==> src/rtl/cpu_control_unit.sv <==
// Mini-CPU main sequencer: walks each instruction through OFF..SHOW, decodes the
// instruction word and times the memory handshakes, ALU wait and display hold.
module cpu_control_unit #(
    parameter int unsigned MUL_WAIT    = 4,
    parameter int unsigned SHOW_CYCLES = 2,
    parameter int unsigned TIMEOUT     = 15,
    parameter int unsigned CNT_W       = 4
) (
    input  logic        clk,
    input  logic        rst,
    input  logic        power,
    input  logic        go,
    input  logic [15:0] instruction,
    input  logic        read,
    input  logic        stored,
    output logic [2:0]  stateCPU,
    output logic [2:0]  opcode,
    output logic [3:0]  addr1,
    output logic [3:0]  addr2,
    output logic [3:0]  addr3,
    output logic [15:0] immediate,
    output logic        busy,
    output logic        err,
    output logic        instr_done
);

    typedef enum logic [2:0] {
        StOff    = 3'b000,
        StFetch  = 3'b001,
        StDecode = 3'b010,
        StRead   = 3'b011,
        StCalc   = 3'b100,
        StWait   = 3'b101,
        StStore  = 3'b110,
        StShow   = 3'b111
    } state_e;

    localparam logic [2:0] OpLoad    = 3'b000;
    localparam logic [2:0] OpAdd     = 3'b001;
    localparam logic [2:0] OpAddi    = 3'b010;
    localparam logic [2:0] OpSub     = 3'b011;
    localparam logic [2:0] OpSubi    = 3'b100;
    localparam logic [2:0] OpMul     = 3'b101;
    localparam logic [2:0] OpClear   = 3'b110;
    localparam logic [2:0] OpDisplay = 3'b111;

    // Counter value on the last cycle of each timed state (counter starts at 0 on entry).
    localparam logic [CNT_W-1:0] MulLast     = CNT_W'(MUL_WAIT - 1);
    localparam logic [CNT_W-1:0] ShowLast    = CNT_W'(SHOW_CYCLES - 1);
    localparam logic [CNT_W-1:0] TimeoutLast = CNT_W'(TIMEOUT - 1);

    state_e            state_q, state_d;
    logic [CNT_W-1:0]  cnt_q, cnt_d;
    logic [15:0]       instr_q, instr_d;
    logic              go_q;
    logic              go_edge;
    logic [2:0]        op_q, op_d;
    logic [3:0]        a1_q, a1_d, a2_q, a2_d, a3_q, a3_d;
    logic [15:0]       imm_q, imm_d;
    logic              busy_q, busy_d;
    logic              err_q, err_d;
    logic              done_q, done_d;

    assign go_edge = go & ~go_q;

    always_comb begin
        state_d = state_q;
        instr_d = instr_q;
        err_d   = err_q;
        op_d    = op_q;
        a1_d    = a1_q;
        a2_d    = a2_q;
        a3_d    = a3_q;
        imm_d   = imm_q;
        done_d  = 1'b0;
        cnt_d   = (cnt_q == {CNT_W{1'b1}}) ? cnt_q : cnt_q + 1'b1;

        if (!power) begin
            state_d = StOff;
            op_d    = '0;
            a1_d    = '0;
            a2_d    = '0;
            a3_d    = '0;
            imm_d   = '0;
        end else begin
            case (state_q)
                StOff: state_d = StFetch;
                StFetch: begin
                    if (go_edge) begin
                        instr_d = instruction;
                        err_d   = 1'b0;
                        state_d = StDecode;
                    end
                end
                StDecode: begin
                    op_d  = instr_q[15:13];
                    a1_d  = '0;
                    a2_d  = '0;
                    a3_d  = '0;
                    imm_d = '0;
                    case (instr_q[15:13])
                        OpLoad: begin
                            a1_d  = instr_q[12:9];
                            imm_d = {{7{instr_q[8]}}, instr_q[8:0]};
                        end
                        OpAdd, OpSub: begin
                            a3_d = instr_q[12:9];
                            a1_d = instr_q[8:5];
                            a2_d = instr_q[4:1];
                        end
                        OpAddi, OpSubi, OpMul: begin
                            a2_d  = instr_q[12:9];
                            a1_d  = instr_q[8:5];
                            imm_d = {{11{instr_q[4]}}, instr_q[4:0]};
                        end
                        OpDisplay: a1_d = instr_q[12:9];
                        default: ;
                    endcase
                    case (instr_q[15:13])
                        OpLoad:  state_d = StCalc;
                        OpClear: state_d = StStore;
                        default: state_d = StRead;
                    endcase
                end
                StRead: begin
                    // A handshake on the timeout cycle still wins.
                    if (read) begin
                        state_d = (op_q == OpDisplay) ? StShow : StCalc;
                    end else if (cnt_q == TimeoutLast) begin
                        err_d   = 1'b1;
                        state_d = StFetch;
                    end
                end
                StCalc: state_d = StWait;
                StWait: begin
                    if (op_q != OpMul || cnt_q == MulLast) state_d = StStore;
                end
                StStore: begin
                    if (stored) begin
                        state_d = StShow;
                    end else if (cnt_q == TimeoutLast) begin
                        err_d   = 1'b1;
                        state_d = StFetch;
                    end
                end
                StShow: begin
                    if (cnt_q == ShowLast) begin
                        state_d = StFetch;
                        done_d  = 1'b1;
                    end
                end
                default: state_d = StOff;
            endcase
        end

        if (state_d != state_q) cnt_d = '0;
        busy_d = !(state_d == StOff || state_d == StFetch);
    end

    always_ff @(posedge clk) begin
        if (rst) begin
            state_q <= StOff;
            cnt_q   <= '0;
            instr_q <= '0;
            go_q    <= 1'b0;
            op_q    <= '0;
            a1_q    <= '0;
            a2_q    <= '0;
            a3_q    <= '0;
            imm_q   <= '0;
            busy_q  <= 1'b0;
            err_q   <= 1'b0;
            done_q  <= 1'b0;
        end else begin
            state_q <= state_d;
            cnt_q   <= cnt_d;
            instr_q <= instr_d;
            go_q    <= go;
            op_q    <= op_d;
            a1_q    <= a1_d;
            a2_q    <= a2_d;
            a3_q    <= a3_d;
            imm_q   <= imm_d;
            busy_q  <= busy_d;
            err_q   <= err_d;
            done_q  <= done_d;
        end
    end

    assign stateCPU   = state_q;
    assign opcode     = op_q;
    assign addr1      = a1_q;
    assign addr2      = a2_q;
    assign addr3      = a3_q;
    assign immediate  = imm_q;
    assign busy       = busy_q;
    assign err        = err_q;
    assign instr_done = done_q;

endmodule
==> config.mk <==
export PLATFORM = sky130hd
export DESIGN_NAME = cpu_control_unit
export DESIGN_NICKNAME = d
export VERILOG_FILES = /design/src/rtl/cpu_control_unit.sv
export SDC_FILE = /design/constraint.sdc
export NUM_CORES = 1
export LEC_CHECK = 0
export CAP_MARGIN = 20
export CORE_MARGIN = 2
export CORE_UTILIZATION = 49
export DETAILED_ROUTE_END_ITERATION = 6
export PLACE_DENSITY_LB_ADDON = 0.3
export SYNTH_ARGS = -nofsm -noshare
export SYNTH_HDL_FRONTEND = slang
export SYNTH_SLANG_ARGS = --single-unit
==> constraint.sdc <==
create_clock -name clk -period 2.5 [get_ports clk]
set_input_delay 0.75 -clock clk [delete_from_list [all_inputs] [get_ports clk]]
set_output_delay 0.75 -clock clk [all_outputs]
set_load 0.1 [all_outputs]
==> impl_metrics.xml <==
<?xml version="1.0" encoding="UTF-8"?>
<metrics>
  <group name="setup_path">
    <metric name="worst-path-stages" unit="">7</metric>
    <metric name="worstPathArrival" unit="ns">2.56</metric>
    <metric name="crit_path_cell_trace" unit="">clkdlybuf4s50_1, or4b_4, a41o_4, nor2_8, buf_12, mux2i_1, nor2_1</metric>
    <metric name="slowest_delay" unit="ns">0.49</metric>
    <metric name="setup.worst_path.start_class" unit="">input port</metric>
    <metric name="critPathTopFamily" unit="">simple AND/OR/NAND/NOR gates</metric>
    <metric name="highest_net_fanout_along_the_worst_path" unit="">13</metric>
    <metric name="criticalPathCategory" unit="">in -&gt; reg</metric>
    <metric name="critPathSlowestCell" unit="">sky130_fd_sc_hd__clkdlybuf4s50_1</metric>
    <metric name="timing.critical_path.buf_inv" unit="">2</metric>
    <metric name="worst_setup_path_end_kind" unit="">register</metric>
    <metric name="reg2reg_setup_slack" unit="ns">0.28</metric>
    <metric name="required" unit="ns">2.70</metric>
    <metric name="reg2reg_depth" unit="">9</metric>
  </group>
  <group name="global_routing">
    <metric name="largest_net_degree_at_the_start_of_global_routing" unit="">27</metric>
    <metric name="grt_overflow" unit="">0</metric>
    <metric name="global_route_met1_usage" unit="">0.3300</metric>
    <metric name="grt_use_total" unit="">0.2294</metric>
    <metric name="grt_use_met2" unit="">0.3430</metric>
    <metric name="grt_first_pass_wirelength" unit="mm">10.06</metric>
    <metric name="globalRoute.busiestLayer" unit="">met2</metric>
    <metric name="routing_usage_on_met3" unit="">0.05087</metric>
    <metric name="grt_pass1_vias" unit="">2167</metric>
    <metric name="number_of_antenna_violations_at_the_first_check_in_global_routing" unit="">0</metric>
  </group>
  <group name="floorplan">
    <metric name="floorplan.die.width" unit="um">75.29</metric>
    <metric name="initial_utilization" unit="">0.5169</metric>
    <metric name="design.core.area" unit="um2">4817</metric>
    <metric name="i_o_pins" unit="">59</metric>
    <metric name="rows" unit="">25</metric>
    <metric name="chipHeight" unit="um">75.29</metric>
    <metric name="die_area" unit="um2">5668</metric>
  </group>
  <group name="clock_network">
    <metric name="cts_tree" unit="">built</metric>
    <metric name="cts_inserted_buffers" unit="">5</metric>
    <metric name="ctsLongestPathBuffers" unit="">2</metric>
    <metric name="clock_latency" unit="ns">0.31</metric>
    <metric name="postCtsResizedCells" unit="">0</metric>
    <metric name="clk_pin_slew_worst_setup_hold_paths" unit="ns">0.09</metric>
    <metric name="htree_levels" unit="">2</metric>
    <metric name="post_cts_hold_buffer_count" unit="">0</metric>
    <metric name="cts_root_buffer" unit="">sky130_fd_sc_hd__clkbuf_8</metric>
    <metric name="cts.sinks" unit="">51</metric>
    <metric name="post_cts.repair.setup_buffers" unit="">0</metric>
  </group>
  <group name="final_layout">
    <metric name="design.final.nets" unit="">380</metric>
    <metric name="antenna-diode-count" unit="">0</metric>
    <metric name="multi_input_comb_area" unit="um2">1294</metric>
    <metric name="area_growth_from_synthesis_to_layout" unit="%">26.28</metric>
    <metric name="sequential_cell_area" unit="um2">1025</metric>
    <metric name="finalCoreUtilization" unit="">0.6527</metric>
    <metric name="fillCellCount" unit="">452</metric>
    <metric name="final_layout_size_suffix_gt1_frac" unit="">0.1910</metric>
  </group>
  <group name="yosys">
    <metric name="synth_ff_type" unit="">sky130_fd_sc_hd__dfxtp_1</metric>
    <metric name="netlist_area" unit="um2">2490</metric>
    <metric name="synthDominantAreaCellType" unit="">sky130_fd_sc_hd__dfxtp_1</metric>
    <metric name="synth_seq_cells" unit="">51</metric>
    <metric name="synth_async_sr_flop_share" unit="">0</metric>
    <metric name="synth.lib_cells_used.distinct" unit="">46</metric>
    <metric name="yosysWarnings" unit="">0</metric>
    <metric name="post-synth-top-area-fraction" unit="">0.4101</metric>
    <metric name="synth.cells.most_frequent" unit="">51 x sky130_fd_sc_hd__dfxtp_1, 37 x sky130_fd_sc_hd__nor2_1, 27 x sky130_fd_sc_hd__nand2_1, 26 x sky130_fd_sc_hd__a21oi_1, 17 x sky130_fd_sc_hd__o21ai_0</metric>
    <metric name="syn-instance-count" unit="">300</metric>
    <metric name="syn_avg_cell_area" unit="um2">8.300</metric>
    <metric name="synth_nets" unit="">325</metric>
    <metric name="synth.most_common_cell" unit="">sky130_fd_sc_hd__dfxtp_1</metric>
    <metric name="synth.area.top_cells" unit="">sky130_fd_sc_hd__dfxtp_1 41%, sky130_fd_sc_hd__mux2i_1 6.0%, sky130_fd_sc_hd__nor2_1 5.6%</metric>
    <metric name="synth_enable_flop_cells" unit="">0</metric>
    <metric name="yosysSeqAreaShare" unit="">0.4101</metric>
  </group>
  <group name="hold_path">
    <metric name="hold_path_depth" unit="">2</metric>
    <metric name="hp-class" unit="">reg -&gt; reg</metric>
  </group>
  <group name="sta">
    <metric name="finalHoldViolCount" unit="">0</metric>
    <metric name="final.setup.worst_slack" unit="ns">0.1319</metric>
    <metric name="worst_pin_slew" unit="ns">0.4905</metric>
    <metric name="rsz_0062_raised_after_global_routing" unit="">false</metric>
    <metric name="timing.final.crit_period" unit="ns">2.368</metric>
    <metric name="hold-worst-slack" unit="ns">0.4576</metric>
    <metric name="worst_clock_skew" unit="ns">0.005877</metric>
    <metric name="relSlewSlack" unit="">0.6718</metric>
    <metric name="timing.final.max_slew_violations" unit="">0</metric>
    <metric name="count_of_final_setup_violators" unit="">0</metric>
    <metric name="fmax" unit="GHz">0.4223</metric>
    <metric name="totalNegativeSetupSlack" unit="ns">0</metric>
    <metric name="fin_crit_sh" unit="">0.9473</metric>
  </group>
  <group name="job">
    <metric name="max_cap_viols" unit="">0</metric>
  </group>
  <group name="route">
    <metric name="postRouteWirelength" unit="mm">6.052</metric>
    <metric name="detail_route.vias_per_cell" unit="">5.629</metric>
    <metric name="drtAntennaViolNets" unit="">0</metric>
    <metric name="drt-initial-drc-count" unit="">263</metric>
    <metric name="drtPass1Iterations" unit="">5</metric>
    <metric name="wirelength_per_cell" unit="um">14.31</metric>
    <metric name="route.vias.total" unit="">2381</metric>
    <metric name="drcViolationCount" unit="">0</metric>
  </group>
  <group name="power">
    <metric name="fin_total_pwr" unit="uW">1431</metric>
    <metric name="cell_pwr_density" unit="nW/um2">455.2</metric>
    <metric name="worst_ir_drop_vdd" unit="uV">316.6</metric>
    <metric name="power_leakage" unit="uW">0.001148</metric>
  </group>
  <group name="placed_design">
    <metric name="preCtsSetupSlack" unit="ns">-0.1774</metric>
    <metric name="detailedPlacementHpwl" unit="mm">4.355</metric>
    <metric name="numPortBuffers" unit="">58</metric>
    <metric name="finalWeightedCongestion" unit="">0.9913</metric>
  </group>
  <group name="run_status">
    <metric name="outcome" unit="">finished clean</metric>
  </group>
</metrics>
==> final timing paths <==
check,start,to
setup / recovery,go,instr_q[6]
hold / removal,addr2[2],addr2[2]
setup reg to reg,cnt_q[1],instr_q[6]
hold reg to reg,addr2[2],addr2[2]
==> per-layer routing <==
metal | share of wire | up-vias
met4 | 0.015 | 0
met3 | 0.066 | 9
met1 | 0.47 | 1109
met2 | 0.45 | 94
met5 | 0 | -
li1 | - | 1169
==> flip-flops by register name, summed over array words and instances (netlist names) <==
register / count
instr_q: 16
immediate: 9
addr1: 4
addr2: 4
addr3: 4
cnt_q: 4
opcode: 3
stateCPU: 3
busy: 1
err: 1
go_q: 1
instr_done: 1
==> where the power goes <==
part,internal [uW],switching [uW]
clock,227,267
combinational,54.1,55.8
sequential,818,10.2
total,1100,333
==> placed cells by master, fill, tap and decap left out, drive strengths merged, types with 2 or more instances in the layout <==
cell type / Yosys / final
o21ai: 18 / 18
o31ai: 2 / 2
nand2: 27 / 27
dfxtp: 51 / 51
nor2: 38 / 38
nor3: 6 / 6
nand4: 2 / 2
nor2b: 11 / 11
nor4: 2 / 2
clkdlybuf4s50: 0 / 21
a21oi: 26 / 26
buf: 12 / 52
xnor2: 2 / 2
and3: 2 / 2
or4: 2 / 2
ha: 3 / 3
a311oi: 2 / 2
a211oi: 10 / 10
clkbuf: 13 / 7
nor3b: 2 / 2
nand2b: 2 / 2
mux2i: 15 / 15
a22oi: 10 / 10
inv: 9 / 9
a31oi: 9 / 9
nand3: 10 / 10
==> per-stage QoR <==
step / std cells / instance area (um2)
6_report: 423 / 3144
5_1_grt: 423 / 3144
4_1_cts: 423 / 3144
3_5_place_dp: 415 / 3049
3_3_place_gp: 415 / 3049
2_1_floorplan: 300 / 2494
==> final cells by class <==
| class | instances | share of cell area |
|---|---|---|
| Clock inverter | 1 | 0.002786 |
| Timing Repair Buffer | 73 | 0.1950 |
| Multi-Input combinational cell | 215 | 0.4115 |
| Tap cell | 67 | 0.02666 |
| Sequential cell | 51 | 0.3259 |
| Inverter | 9 | 0.01074 |
| Clock buffer | 7 | 0.02746 |
==> worst min-delay path: cells and delay by family (launching register included) <==
kind	cells	cell delay (ns)
and+or+nand+nor	1	0.05
AOI/OAI and AO/OA	1	0.05
DFF	1	0.32
==> cells by family (layout without fill, tap and decap cells) <==
family,after synthesis,in the layout,synth area share
mux,15,15,0.06030
xor+xnor,2,2,0.007036
compound gates,83,83,0.2121
simple gates,112,112,0.2251
fa+ha+maj,3,3,0.01508
flops,51,51,0.4101
buf+inv,34,90,0.07035
Note: power is estimated with default switching activity, not from simulation.
